<file path="src/rtl/fetch_pkg.sv">
// Shared constants and the instruction-queue entry type for the fetch unit.
package fetch_pkg;
  localparam int INSN_W   = 32;
  localparam int PC_INC   = 4;
  localparam int PC_MAX_W = 64;

  // The pc field is sized for the widest supported XLEN; narrower fetch units zero-extend into it.
  typedef struct packed {
    logic [PC_MAX_W-1:0] pc;
    logic [INSN_W-1:0]   ins;
  } fetch_entry_t;
endpackage

</file>
<file path="src/rtl/sync_fifo.sv">
// Single-clock FIFO with synchronous clear and an occupancy count; head is the oldest entry.
module sync_fifo
  import fetch_pkg::*;
#(
  parameter int WIDTH = 8,
  parameter int DEPTH = 4,
  localparam int AW   = $clog2(DEPTH)
) (
  input  logic             clk,
  input  logic             rst_n,
  input  logic             clr,
  input  logic             push,
  input  logic [WIDTH-1:0] push_data,
  input  logic             pop,
  output logic [WIDTH-1:0] head,
  output logic [AW:0]      count
);

  logic [WIDTH-1:0] mem [DEPTH];
  logic [AW-1:0]    wr_ptr;
  logic [AW-1:0]    rd_ptr;

  always_ff @(posedge clk) begin
    if (!rst_n || clr) begin
      wr_ptr <= '0;
      rd_ptr <= '0;
      count  <= '0;
    end else begin
      if (push) wr_ptr <= wr_ptr + AW'(1);
      if (pop)  rd_ptr <= rd_ptr + AW'(1);
      case ({push, pop})
        2'b10:   count <= count + (AW+1)'(1);
        2'b01:   count <= count - (AW+1)'(1);
        default: count <= count;
      endcase
    end
  end

  always_ff @(posedge clk) begin
    if (push) mem[wr_ptr] <= push_data;
  end

  assign head = mem[rd_ptr];

endmodule

</file>
<file path="src/rtl/fetch_unit.sv">
// Instruction fetch front end: issues sequential PCs, pairs in-order responses with their PCs,
// and buffers instructions for decode; redirects flush the queue and drop stale responses.
module fetch_unit
  import fetch_pkg::*;
#(
  parameter int              XLEN     = 32,
  parameter int              DEPTH    = 4,
  parameter logic [XLEN-1:0] RESET_PC = '0
) (
  input  logic              clk,
  input  logic              rst_n,
  input  logic              redirect_valid,
  input  logic [XLEN-1:0]   redirect_pc,
  output logic              imem_req_valid,
  input  logic              imem_req_ready,
  output logic [XLEN-1:0]   imem_addr,
  input  logic              imem_rsp_valid,
  input  logic [INSN_W-1:0] imem_rsp_data,
  output logic              out_valid,
  input  logic              out_ready,
  output logic [INSN_W-1:0] out_ins,
  output logic [XLEN-1:0]   out_pc,
  output logic [XLEN-1:0]   out_pcp4
);

  localparam int CW = $clog2(DEPTH) + 1;
  localparam logic [CW:0] DEPTH_L = (CW+1)'(DEPTH);

  logic [XLEN-1:0] fetch_pc;
  logic [XLEN-1:0] pc_head;
  logic [CW-1:0]   pc_count;
  logic [CW-1:0]   q_count;
  logic [CW-1:0]   drop;
  logic [CW-1:0]   inflight;
  logic [CW:0]     occupancy;
  logic            fire;
  logic            rsp_live;
  logic            rsp_keep;
  logic            pop;
  fetch_entry_t    q_in;
  fetch_entry_t    q_head;
  logic            unused_bits;

  // Requests still owed by memory include those whose responses will be discarded.
  assign inflight  = pc_count + drop;
  assign occupancy = {1'b0, inflight} + {1'b0, q_count};

  assign imem_req_valid = rst_n && !redirect_valid && (occupancy < DEPTH_L);
  assign imem_addr      = fetch_pc;
  assign fire           = imem_req_valid && imem_req_ready;

  assign rsp_live = imem_rsp_valid && (inflight != '0);
  assign rsp_keep = rsp_live && (drop == '0) && !redirect_valid;

  assign out_valid = (q_count != '0);
  assign pop       = out_valid && out_ready;

  always_comb begin
    q_in     = '0;
    q_in.pc  = PC_MAX_W'(pc_head);
    q_in.ins = imem_rsp_data;
  end

  always_ff @(posedge clk) begin
    if (!rst_n) begin
      fetch_pc <= RESET_PC;
      drop     <= '0;
    end else if (redirect_valid) begin
      fetch_pc <= {redirect_pc[XLEN-1:2], 2'b00};
      drop     <= inflight - CW'(rsp_live);
    end else begin
      if (fire) fetch_pc <= fetch_pc + XLEN'(PC_INC);
      if (rsp_live && (drop != '0)) drop <= drop - CW'(1);
    end
  end

  sync_fifo #(
    .WIDTH (XLEN),
    .DEPTH (DEPTH)
  ) u_pc_fifo (
    .clk       (clk),
    .rst_n     (rst_n),
    .clr       (redirect_valid),
    .push      (fire),
    .push_data (fetch_pc),
    .pop       (rsp_keep),
    .head      (pc_head),
    .count     (pc_count)
  );

  sync_fifo #(
    .WIDTH ($bits(fetch_entry_t)),
    .DEPTH (DEPTH)
  ) u_ins_fifo (
    .clk       (clk),
    .rst_n     (rst_n),
    .clr       (redirect_valid),
    .push      (rsp_keep),
    .push_data (q_in),
    .pop       (pop),
    .head      (q_head),
    .count     (q_count)
  );

  assign out_ins  = q_head.ins;
  assign out_pc   = q_head.pc[XLEN-1:0];
  assign out_pcp4 = out_pc + XLEN'(PC_INC);

  assign unused_bits = ^{q_head.pc, redirect_pc[1:0]};

endmodule

</file>
<file path="config.mk">
export PLATFORM = sky130hd
export DESIGN_NAME = fetch_unit
export DESIGN_NICKNAME = d
export VERILOG_FILES = /design/src/rtl/fetch_pkg.sv /design/src/rtl/sync_fifo.sv /design/src/rtl/fetch_unit.sv
export SDC_FILE = /design/constraint.sdc
export NUM_CORES = 1
export LEC_CHECK = 0
export ABC_AREA = 0
export CORE_MARGIN = 2
export CORE_UTILIZATION = 43
export CTS_BUF_LIST = sky130_fd_sc_hd__clkbuf_4
export CTS_CLUSTER_DIAMETER = 150
export DETAILED_ROUTE_END_ITERATION = 7
export PLACE_DENSITY = 0.64
export SETUP_SLACK_MARGIN = 0.05
export SLEW_MARGIN = 30
export SYNTH_ARGS = -nofsm -noshare
export SYNTH_HDL_FRONTEND = slang
export SYNTH_SLANG_ARGS = --single-unit
</file>
<file path="constraint.sdc">
create_clock -name clk -period 3.28 [get_ports clk]
set_input_delay 0.492 -clock clk [delete_from_list [all_inputs] [get_ports clk]]
set_output_delay 0.492 -clock clk [all_outputs]
set_load 0.05 [all_outputs]
</file>
### Yosys cells after proc, flatten, opt, wreduce, memory -nomap -nowiden

Memory sizes are Yosys's and may differ from the RTL's. A register that Yosys moved wholly into a read port is not among the register bits.
Index checks and enable logic that the tools add are counted.

| word-level totals | value |
|---|---|
| logic and storage cells | 65 |
| bits in registers | 49 |
| memories kept | 2 |
| memory bits (writable) | 384 |

Memories:

| memory | depth | width | rd ports | clocked after Yosys merged registers in | wr ports | line | RTL |
|---|---|---|---|---|---|---|---|
| u_ins_fifo.mem | 4 | 64 | 1 | 1 | 1 | sync_fifo.sv:19 | `logic [WIDTH-1:0] mem [DEPTH];` |
| u_pc_fifo.mem | 4 | 32 | 1 | 1 | 1 | sync_fifo.sv:19 |  |

| operators by class | value |
|---|---|
| add/subtract/negate cells | 14 |
| reductions and logical operators | 20 |
| magnitude comparators | 1 |
| bitwise gates (word level) | 1 |
| eq/ne operators | 4 |
| mux-type cells | 14 |

Operator list:

| cell | number |
|---|---|
| adder 32 x 3 -> 32 bit (second input constant) | 2 |
| two-way mux 32 bit | 2 |
| case mux 3 bit (2 select lines) | 2 |
| nonzero test 3 bit | 3 |
| subtractor 3 x 1 -> 3 bit (second input constant) | 3 |
| adder 2 x 1 -> 2 bit (second input constant) | 4 |
| logical AND 1 bit | 8 |
| two-way mux 2 bit | 4 |
| nonzero test 2 bit | 4 |
| adder 3 x 1 -> 3 bit (second input constant) | 2 |
| two-way mux 3 bit | 2 |
| adder 3 x 3 -> 4 bit | 1 |
| == test 2 x 1 -> 1 bit (second input constant) | 2 |
| == test 2 bit (second input constant) | 2 |
| less-than comparator 4 x 3 -> 1 bit (second input constant) | 1 |
| two-way mux 1 bit | 4 |
| adder 3 bit | 1 |
| zero test 3 bit | 1 |
| subtractor 3 x 1 -> 3 bit | 1 |
| zero test 1 bit | 2 |
| OR reduction 2 bit | 1 |
| logical OR 1 bit | 1 |
| NOT 1 bit | 1 |

### Logic depth before layout (Yosys ltp)

Gate-level depths: netlist of run 1.

| logic depth | value |
|---|---|
| depth after elaboration | 7 |
| mapped depth | 15 |
| depth with buffers taken out | 14 |

### Hierarchy

From an unflattened synthesis of run 1, not the netlist that was laid out.

| unflattened totals | value |
|---|---|
| cells, all modules | 1117 |
| area total of the unflattened synthesis | 22233.8 sq um |

Modules (own cells, without submodules):

| module | seq. area each (sq um) | area an instance (sq um) | instances | cells each |
|---|---|---|---|---|
| sync_fifo (u_ins_fifo) | 11711.2 | 14287.5 | 1 | 548 |
| sync_fifo (u_pc_fifo) | 4023.9 | 5087.4 | 1 | 213 |
| fetch_unit | 660.6 | 2859.0 | 1 | 356 |

### Worst setup path before layout of run 1

Ideal clock, no wire load.

| timing path | value |
|---|---|
| kind | flip-flop to flip-flop |
| start point | register u_pc_fifo.count[0] |
| end point | memory u_pc_fifo.mem[0][10] in the netlist's numbering, enable pin |
| setup time | 390 ps |
| setup slack | -357 ps |
| cell stages (with the launch flop) | 11 |
| arrival | 3247 ps |
| path through | dfxtp_1 ha_1 inv_1 fa_1 xnor3_1 ha_1 nor3b_1 and3_1 clkbuf_1 clkbuf_1 and2_1 |

| between the ends | value |
|---|---|
| word-level cells in the longest chain between the ends | 7 |

RTL lines:

| element | line | RTL |
|---|---|---|
| from (decl) | sync_fifo.sv:16 | `output logic [AW:0] count` |
| from (signal assigned) | sync_fifo.sv:32 | `2'b10: count <= count + (AW+1)'(1);` |
| from (signal assigned) | sync_fifo.sv:33 | `2'b01: count <= count - (AW+1)'(1);` |
| from (signal assigned) | sync_fifo.sv:34 | `default: count <= count;` |
| adder 3 bit | fetch_unit.sv:45 | `assign inflight = pc_count + drop;` |
| adder 3 x 3 -> 4 bit | fetch_unit.sv:46 | `assign occupancy = {1'b0, inflight} + {1'b0, q_count};` |
| less-than comparator 4 x 3 -> 1 bit | fetch_unit.sv:48 | `assign imem_req_valid = rst_n && !redirect_valid && (occupancy < DEPTH_L);` |
| logical AND 1 bit | fetch_unit.sv:48 |  |
| logical AND 1 bit | fetch_unit.sv:50 | `assign fire = imem_req_valid && imem_req_ready;` |
| two-way mux 1 bit | sync_fifo.sv:40 | `if (push) mem[wr_ptr] <= push_data;` |
| two-way mux 1 bit (not written as such) | sync_fifo.sv:40 |  |
| to (decl) | sync_fifo.sv:19 |  |

No other way between the ends.

==> results.rst, run 1 <==
.. list-table::
   :header-rows: 1

   * - Metric
     - Value
   * - Unrepaired setup endpoints after global routing
     - yes
   * - # nets final
     - 1363
   * - CP required
     - 2790 ps
   * - Max-slew violation count
     - 0
   * - Wire length per cell
     - 19.1 um
   * - Net switching power of the design
     - 0.00295 W
   * - Crit end category
     - output port
   * - Synthesis-to-finish area growth
     - 30.0%
   * - CP startpoint kind
     - flip-flop
   * - Initial antenna violation count
     - 1
   * - Share of synthesized area spent on multiplexers
     - 0.128
   * - Number of I/O port buffers
     - 191
   * - Part of the Yosys area used for sequential elements
     - 0.716
   * - Cells along the critical path
     - buf_12 -> buf_6 -> mux4_2 -> nand4_1 -> or4_4 -> buf_6 -> nor3_4 -> xor2_2 -> buf_12
   * - Highest cell delay on the worst timing path
     - 650 ps
   * - Prevailing post-synth register cell
     - edfxtp_1
   * - Place WS
     - -0.401 ps
   * - Synthesized netlist cell count
     - 935
   * - Design internal power
     - 0.00872 W
   * - Largest family of logic cells by synthesized area
     - multiplexers
   * - Headroom to the max-slew limit
     - 0.461
   * - CTS Buffer Depth
     - 3
   * - Portion of total power attributed to combinational logic
     - 0.124
   * - Total iterations of the first detailed-routing run
     - 4
   * - Time the worst path needs with I/O delays and setup
     - 3670 ps
   * - Global placer's final weighted congestion
     - 0.788
   * - Post-Route Setup TNS
     - -6130 ps
   * - Maximum fanout count along the critical path
     - 8
   * - Fraction of layout cells with a size suffix above 1
     - 0.368
   * - Clock root buffer master
     - clkbuf_4
   * - Mean instance size in the synthesized netlist
     - 18.0 um2
   * - Type of the worst setup path
     - reg2out
   * - Sequential fraction of design power
     - 0.517
   * - Global-route congestion overflow total
     - 0
   * - Total number of vias
     - 9661
   * - Setup WS post-layout
     - -389 ps
   * - Switching Share
     - 0.253
   * - Transition time at the pin with the least slew margin
     - 808 ps
   * - Floorplan die area
     - 40800 um2
   * - IO Pins
     - 200
   * - Sink count of the clock tree
     - 419
   * - First-pass GRT wire length
     - 55600 um
   * - Yosys Warn Count
     - 0
   * - Power share of the clock group
     - 0.359
   * - Master of the slowest instance on the critical path
     - or4_4
   * - Total placed instance area
     - 20100 um2
   * - P_leak
     - 7.48 nW
   * - CTS tree
     - built
   * - Post-Route Skew
     - 28.8 ps
   * - DR DRC count
     - 0
   * - Vias per std cell
     - 5.17
   * - Wire length after detailed routing
     - 35700 um
   * - Max-cap violations
     - 0
   * - Hold_buf cts
     - 0
   * - Inserted Clock Buffers
     - 104
   * - Mapped Area
     - 16900 um2
   * - Peak supply drop
     - 214 uV
   * - Final worst-path cycle share
     - 1.12
   * - Sum of net half-perimeters after detailed placement
     - 22900 um
   * - Std cell rows
     - 72
   * - Maximum level of the CTS H-tree
     - 3
   * - Failing checks
     - negative setup slack
   * - Cell Pwr Density
     - 532 nW/um2
   * - Clock transition at the register clock pins on the worst setup and hold paths after CTS
     - 70 ps
   * - Number of flops mapped to enable cells by yosys
     - 368
   * - Area share of fa/ha/maj cells after synthesis
     - 0.0177
   * - Post-synth cell types
     - 61
   * - Number of synthesized register bits
     - 419
   * - Worst-Skew Late Latency
     - 780 ps
   * - Min-Delay Path Class
     - in2reg
   * - Simple-gate share of the synthesized area
     - 0.0570
   * - Iter 0 DRT Violations
     - 460
   * - Data arrival time at the worst-slack endpoint
     - 3180 ps
   * - Async set-or-reset flop fraction in the synthesized netlist
     - 0
   * - Final ANT Viol Nets
     - 0
   * - Highest clock frequency the design can meet
     - 0.273 GHz
   * - Final hold violation count
     - 0
   * - Result of the run
     - finished, violations left
   * - Pin count of the biggest net entering global routing
     - 49
   * - Initial cell density of the core
     - 0.436
   * - Core utilization of the finished layout
     - 0.567
   * - Number of global-route vias before repair
     - 10000
   * - Setup violations, final
     - 21
   * - Final standard cell area without fillers
     - 21900 um2
   * - Global-route usage over all layers
     - 0.177
   * - Share of the synthesized area in compound gates (AO/OA/AOI/OAI)
     - 0.0353
   * - Die W
     - 202 um
   * - Chip height
     - 202 um
   * - Power after layout
     - 0.0117 W
   * - Xor and xnor area share after synthesis
     - 0.0242
   * - CORE AREA
     - 38600 um2
-- registers in the layout, summed over array words and instances (netlist names), named ones only --
register           cells
u_ins_fifo.rd_ptr      2
u_pc_fifo.wr_ptr       2
u_ins_fifo.mem       248
imem_addr             30
u_ins_fifo.wr_ptr      2
u_ins_fifo.count       3
drop                   3
u_pc_fifo.mem        120
u_pc_fifo.count        3
u_pc_fifo.rd_ptr       2
-- cell type report --
cell class | count | area (um2)
sequential | 419 | 12100
fill | 3033 | 16700
clock inverter | 31 | 164
timing repair buffer | 269 | 2860
tap | 518 | 648
clock buffer | 153 | 1150
antenna | 1 | 2.50
multi-input combinational | 445 | 4900
inverter | 32 | 121
-- cell families (layout without fill, tap and decap cells) --
family,Yosys count,after routing
adders and majority gates,22,22
and+or+nand+nor,180,180
xor gates and xnor gates,45,45
buffers and inverters,76,485
AOI/OAI and AO/OA,94,94
DFF,419,419
other,1,7
muxes,98,98
-- through the flow --
stage | hold WS (ps) | std cells
floorplan | 459 | 940
global placement | 472 | 1652
detailed placement | 496 | 1652
CTS | 194 | 1851
global route | 222 | 1868
finish | 291 | 1868
-- worst max-delay path, delay by kind of cell, from the launching register on --
family / cells / cell delay [ps]
AND/OR/NAND/NOR: 3 / 940
buffers and inverters: 4 / 590
flip-flops: 1 / 350
multiplexers: 1 / 340
XOR/XNOR: 1 / 200
-- power by group through the flow --
stage / combinational (W) / clock (W) / sequential, W
after floorplan: 0.000791 / 0 / 0.00618
after global placement: 0.00141 / 0 / 0.00614
after detailed placement: 0.00142 / 0 / 0.00614
after CTS: 0.00143 / 0.00434 / 0.00603
after global routing: 0.00154 / 0.00464 / 0.00604
final: 0.00145 / 0.00418 / 0.00603
-- cell usage in the layout (no fill, tap or decap), drive strengths merged, types with 18 or more instances in the layout --
master           n
edfxtp         368
nor2            45
o21ai           24
clkdlybuf4s50   99
xnor2           19
nand3           18
dfxtp           51
ha              19
xor2            25
inv             32
nand2           38
clkbuf         161
mux4            92
a21oi           27
clkinv          29
buf            132
-- path summary, 6_finish.rpt --
check	slack [ps]	depth (start not counted)	to	start
worst min register to register	500	2	u_pc_fifo.wr_ptr[0]	u_pc_fifo.wr_ptr[0]
worst min-delay path	290	3	imem_addr[26]	redirect_pc[26]
worst max-delay path	-390	9	out_pcp4[17]	flip-flop
worst max register to register	250	14	u_pc_fifo.count[2]	u_pc_fifo.count[0]
-- synthesized netlist by cell type, types with 5 or more instances --
| cell | instances | area (um2) |
|---|---|---|
| clkbuf_1 | 19 | 71.3 |
| buf_1 | 6 | 22.5 |
| ha_1 | 19 | 238 |
| nand2b_1 | 5 | 31.3 |
| and2_1 | 14 | 87.6 |
| buf_4 | 7 | 52.6 |
| nand4_1 | 11 | 68.8 |
| nand3_1 | 18 | 90.1 |
| dfxtp_1 | 51 | 1020 |
| nor3_1 | 15 | 75.1 |
| mux4_2 | 84 | 1890 |
| a31oi_1 | 11 | 68.8 |
| nor2_1 | 45 | 169 |
| nand2_1 | 38 | 143 |
| inv_1 | 29 | 109 |
| mux2i_1 | 5 | 50.1 |
| xnor2_1 | 19 | 166 |
| xor2_1 | 25 | 219 |
| a21oi_1 | 27 | 135 |
| buf_2 | 9 | 45.0 |
| and3_1 | 7 | 43.8 |
| o21ai_0 | 24 | 120 |
| mux4_1 | 8 | 210 |
| or3_1 | 5 | 31.3 |
| edfxtp_1 | 368 | 11100 |
-- what timing repair did --
action                                  4_1_cts  5_1_grt
endpoints found under the setup margin       88       63
gates resized for setup                     189       86
pin swaps                                     6       13
buffers inserted                             15       16
-- per-layer routing --
metal | wire length [um] | track usage | part of all wire | up-vias
li1 | - | - | - | 4471
met1 | 15400 | 0.238 | 0.43 | 4805
met2 | 17200 | 0.285 | 0.48 | 344
met3 | 2510 | 0.0410 | 0.070 | 41
met4 | 539 | 0.0625 | 0.015 | 0
met5 | 0 | 0 | 0 | -
Note: power is estimated with default switching activity, not from simulation.
==> inputs of run 2 (changes only) <==
Settings changed: CAP_MARGIN set to 20.
==> results of run 2 <==
The final DEF is identical to that of run 1; final timing and power are the same.
==> inputs of run 3 (changes only) <==
Settings changed: CORE_UTILIZATION 43 to 52, PLACE_DENSITY 0.64 to 0.75, SETUP_SLACK_MARGIN 0.05 to unset.
==> run 3 against run 2 <==
Compared with the run above:
- the run still ends with negative setup slack left
- sequential share of layout area is 0.62 points higher
- clock-buffer cell count is 11 lower
- critical path depth is 1 lower
- critical path type unchanged
==> results.rst, run 3 (synthesis gave the netlist of run 1 again) <==
.. list-table::
   :header-rows: 1

   * - Metric
     - Value
   * - Result of the run
     - finished, violations left
   * - Failing checks
     - negative setup slack
   * - Worst hold margin
     - 357 ps
   * - Vias per std cell
     - 5.54
   * - Global placer's final weighted congestion
     - 0.868
   * - Peak supply drop
     - 291 uV
   * - CTS tree
     - built
   * - CTS Buffer Depth
     - 3
   * - Inserted Clock Buffers
     - 103
   * - # nets final
     - 1359
   * - Final ANT Viol Nets
     - 0
   * - Crit end category
     - output port
   * - Time the worst path needs with I/O delays and setup
     - 3580 ps
   * - CP startpoint kind
     - flip-flop
   * - Placed cells
     - 1531
   * - Worst-Skew Late Latency
     - 750 ps
   * - Cell Pwr Density
     - 534 nW/um2
   * - Cell class contributing the biggest share of worst-path delay
     - simple AND/OR/NAND/NOR gates
   * - Global-route congestion overflow total
     - 0
   * - Maximum fanout count along the critical path
     - 5
   * - Data arrival time at the worst-slack endpoint
     - 3090 ps
   * - Total number of vias
     - 9690
   * - Register bank with the most flops
     - u_ins_fifo.mem
   * - Wire length after detailed routing
     - 34600 um
   * - Sink count of the clock tree
     - 419
   * - CP required
     - 2790 ps
   * - Max-cap violations
     - 0
   * - Sum of net half-perimeters after detailed placement
     - 22300 um
   * - Final standard cell area without fillers
     - 21700 um2
   * - Post-Route Skew
     - 68.5 ps
   * - Unrepaired setup endpoints after global routing
     - yes
   * - Initial antenna violation count
     - 1
   * - First-pass GRT wire length
     - 54100 um
   * - Master of the slowest instance on the critical path
     - or4_4
   * - Most common cell after layout, fill and taps aside
     - edfxtp_1
   * - Cells along the critical path
     - buf_12 -> mux4_2 -> nand4_1 -> buf_6 -> or4_4 -> nor4_4 -> xor2_4 -> buf_12
   * - Setup WS post-layout
     - -299 ps
   * - Highest cell delay on the worst timing path
     - 610 ps
   * - Std cell rows
     - 65
   * - Final worst-path cycle share
     - 1.09
   * - Total iterations of the first detailed-routing run
     - 5
   * - Number of I/O port buffers
     - 191
   * - Maximum level of the CTS H-tree
     - 3
   * - Highest clock frequency the design can meet
     - 0.279 GHz
   * - Type of the worst setup path
     - reg2out
   * - Max reg flops
     - 248
   * - Iter 0 DRT Violations
     - 676
   * - Number of global-route vias before repair
     - 10100
   * - Setup violations, final
     - 19
   * - Clock root buffer master
     - clkbuf_4
   * - Final hold violation count
     - 0
   * - Chip height
     - 184 um
   * - Number of standard cells in the layout, taps in and fillers out
     - 1749
   * - Initial cell density of the core
     - 0.531
   * - Synthesis-to-finish area growth
     - 28.6%
   * - Floorplan die area
     - 33900 um2
   * - Met1 layer usage reported by global route
     - 0.276
   * - Headroom to the max-slew limit
     - 0.587
   * - Clock transition at the register clock pins on the worst setup and hold paths after CTS
     - 70 ps
   * - Number of buffer and inverter instances along the worst setup path
     - 3
   * - Min-Delay Path Class
     - in2reg
   * - P_leak
     - 7.46 nW
   * - Max-slew violation count
     - 0
   * - DR DRC count
     - 0
   * - Most Used Layer, Global Route
     - met2
   * - Die W
     - 184 um
   * - Fraction of layout cells with a size suffix above 1
     - 0.325
   * - Met2 capacity usage during global routing
     - 0.340
   * - Met3 global-route usage
     - 0.0495
   * - Commonest cells after routing, fill and taps aside
     - 368 x edfxtp_1, 142 x clkbuf_4, 111 x clkdlybuf4s50_1
   * - Total placed instance area
     - 19900 um2
   * - CORE AREA
     - 31700 um2
   * - Wire length per cell
     - 19.8 um
   * - IO Pins
     - 200
   * - Global-route usage over all layers
     - 0.208
   * - Pin count of the biggest net entering global routing
     - 38
   * - Library cell appearing most often on the critical path
     - buf_12
   * - Transition time at the pin with the least slew margin
     - 618 ps
run 3: path summary, 6_finish.rpt:
path,startpoint,slack (ps),cells past startpoint,to
worst max-delay path,flip-flop,-300,8,out_pcp4[31]
worst min-delay path,redirect_pc[26],360,3,imem_addr[26]
worst max register to register,drop[0],220,14,u_pc_fifo.count[2]
worst min register to register,u_pc_fifo.wr_ptr[0],500,2,u_pc_fifo.wr_ptr[0]
run 3: what timing repair did:
action | 4_1_cts | 5_1_grt
pin swaps | 19 | 12
hold buffers | 0 | 0
resized for setup | 103 | 55
setup buffers | 29 | 3
setup endpoints to repair | 79 | 41
gates cloned | 1 | 0
run 3: area by class of cell:
type / instances / area (um2)
Antenna cell: 1 / 2.50
Clock buffer: 142 / 1070
Clock inverter: 42 / 225
Fill cell: 2069 / 10000
Inverter: 32 / 123
Multi-Input combinational cell: 446 / 4850
Sequential cell: 419 / 12100
Tap cell: 402 / 503
Timing Repair Buffer: 265 / 2820
run 3: power by group:
| group | switching (W) | internal (W) | total (W) |
|---|---|---|---|
| Sequential | 0.0000963 | 0.00593 | 0.00603 |
| Clock | 0.00197 | 0.00217 | 0.00414 |
| Combinational | 0.000865 | 0.000545 | 0.00141 |
run 3: layer usage:
layer,vias up,part of all wire
li1,4443,-
met1,4804,0.42
met2,395,0.50
met3,48,0.070
met4,0,0.017
met5,-,0
run 3: worst min-delay path: cells and delay by family:
kind | cells | cell delay (ps)
buffers and inverters | 1 | 400
and+or+nand+nor | 2 | 130
run 3: stage by stage:
step           TNS (ps)  power, W  setup WS (ps)   util
2_1_floorplan      -310   0.00697           -146      -
3_3_place_gp          0   0.00751           88.3  0.628
3_5_place_dp          0   0.00753           29.2  0.628
4_1_cts           -5570    0.0117           -384  0.682
5_1_grt           -6680    0.0121           -456  0.683
6_report          -3840    0.0116           -299  0.683
==> patch (settings of run 3) <==
Make the reset (`rst_n`) asynchronous in one clocked block.
--- a/src/rtl/fetch_unit.sv
+++ b/src/rtl/fetch_unit.sv
@@ -63,3 +63,3 @@
 
-  always_ff @(posedge clk) begin
+  always_ff @(posedge clk or negedge rst_n) begin
     if (!rst_n) begin
Function: differs if rst_n is asserted again (counterexample within 4 cycles, from zero or initial values and one cycle with rst_n low); with rst_n held inactive, the same outputs for 4 cycles.
==> patch against run 3 <==
- the run still ends with setup timing left
- register-to-register slack worse by 160 ps
- setup slack improved by 95 ps
- combinational power grew 4%
- power increased by 1.1%
- sequential power increased by 2%
- sequential cell count is the same
- first-iteration DRC count decreased by 5.2%
- area after synthesis grew 0.23%
- wire length shrank 2.7%
- design area is 0.13% higher
==> patch: results (changes against run 3) <==
[outcome]
status=finished, violations left
violations=setup timing

[logic_synthesis]
yosys-top-cells-area=edfxtp_1, mux4_2, dfrtp_1, dfxtp_1, mux4_1
seq_area_frac_synth=0.724  ; +0.00813
synth_compound_area_frac=0.0268  ; -0.00852
ys.flop_type=edfxtp_1
netlist_instances=894  ; -4.4%
ys_top_cells_by_count=edfxtp_1, mux4_2, nand2_1, dfrtp_1, xnor2_1
yosysUniqueCellTypes=60  ; -1.6%
ys_async_sr_fraction=0.0788  ; +0.0788
synth-adder-area-share=0.0176  ; -0.0000406

[timing]
skew_ps=54.2  ; -14.3 ps
worst_pin_slew_ps=784  ; +166 ps
fin_ws_ps=-204  ; +94.6 ps
setup_viol=21  ; +2

[global_route]
track_usage=0.202  ; -0.00643
grt_pass1_wl_mm=52.2  ; -3.5%
grt_max_degree=42  ; +11%

[place]
dp_hpwl_mm=21.6  ; -3.5%
place_area_um2=20100  ; +0.80%
gp_congestion=0.821  ; -5.4%

[critical_path]
max_stage_delay_ps=400  ; -210 ps
critPathMaxFanout=6  ; +1
critPathArrivalTime_ps=2990  ; -100 ps
path_delay_family=simple AND/OR/NAND/NOR gates

[clock_network]
cts_buffer_depth=3  ; unchanged
clk_pin_slew_ps=70  ; about the same

[drt]
vias=9440  ; -2.6%
wl_mm=33.7  ; -2.7%
drt_iter0_drc=641  ; -5.2%
first_pass_iters=6  ; +1

[finish]
drive_gt1_frac=0.349  ; +0.0232
nets=1330  ; -2.1%

[power_and_ir_drop]
p_leak_nw=7.53  ; +1.0%
p_sw_frac=0.253  ; -0.000553
ir_drop_uv=342  ; +18%

==> patch: changes by cell type in the layout (fill, tap and decap cells not counted), sizes merged, moves of 11 or more <==
cell,delta
inv,-11
buf,+12
nand2,+14
xnor2,+14
nor2,-15
dfrtp,+33
dfxtp,-33
a21oi,-13
==> patch: power groups by stage <==
stage	sequential [W]	combinational (W)	clock, W
after floorplan	0.00636	0.000748	0
after global placement	0.00624	0.00140	0
after detailed placement	0.00625	0.00143	0
after CTS	0.00614	0.00145	0.00423
after global routing	0.00616	0.00157	0.00451
final	0.00614	0.00147	0.00410
==> patch: through the flow <==
step           setup TNS (ps)   util  setup WS [ps]  std cells  hold slack, ps
2_1_floorplan            -913      -           -523        899             196
3_3_place_gp                0  0.622           6.30       1541             486
3_5_place_dp            -19.5  0.622          -19.5       1541             493
4_1_cts                 -4740  0.666           -311       1736             289
5_1_grt                 -5600  0.672           -352       1751             323
6_report                -1940  0.672           -204       1751             353
==> patch: final timing paths <==
kind,end,startpoint,slack (ps),cells past startpoint
worst max-delay path,out_pcp4[22],register,-200,9
worst min-delay path,imem_addr[13],redirect_pc[13],350,3
worst max register to register,u_pc_fifo.count[2],drop[0],60,14
worst min register to register,u_pc_fifo.wr_ptr[1],u_pc_fifo.wr_ptr[1],500,2
max in group asynchronous,imem_addr[5],rst_n,2560,2
min in group asynchronous,imem_addr[26],rst_n,380,2
==> patch: worst reg2reg max path, cell delays in order (launching register included) <==
cell      delay, ps
dfrtp_1         350
ha_2            170
inv_2            40
fa_2            540
inv_2            70
ha_4            210
a311oi_2        240
nor3b_4         250
and2_4          210
inv_8            30
ha_4            150
fa_2            330
xnor2_1         130
or3_1           320
a21oi_2         120
==> patch: timing repair <==
action / 4_1_cts / 5_1_grt
setup buffers: 20 / 16
pin swaps: 9 / 19
resized for setup: 98 / 60
endpoints found under the setup margin: 77 / 117
hold endpoints to repair: 0 / 0
==> patch: cell type report <==
type	instances	area, µm²
antenna	1	2.50
clock inverter	32	195
sequential	419	12200
tap	442	553
fill	2181	10600
multi-input combinational	416	4690
timing repair buffer	275	2850
inverter	23	93.8
clock buffer	143	1070
==> patch: routing by layer <==
layer / GRT usage / wire length (µm) / up-vias
met5: 0 / 0 / -
met4: 0.0630 / 366 / 0
li1: - / - / 4310
met1: 0.274 / 14500 / 4742
met2: 0.332 / 16600 / 354
met3: 0.0425 / 2220 / 34
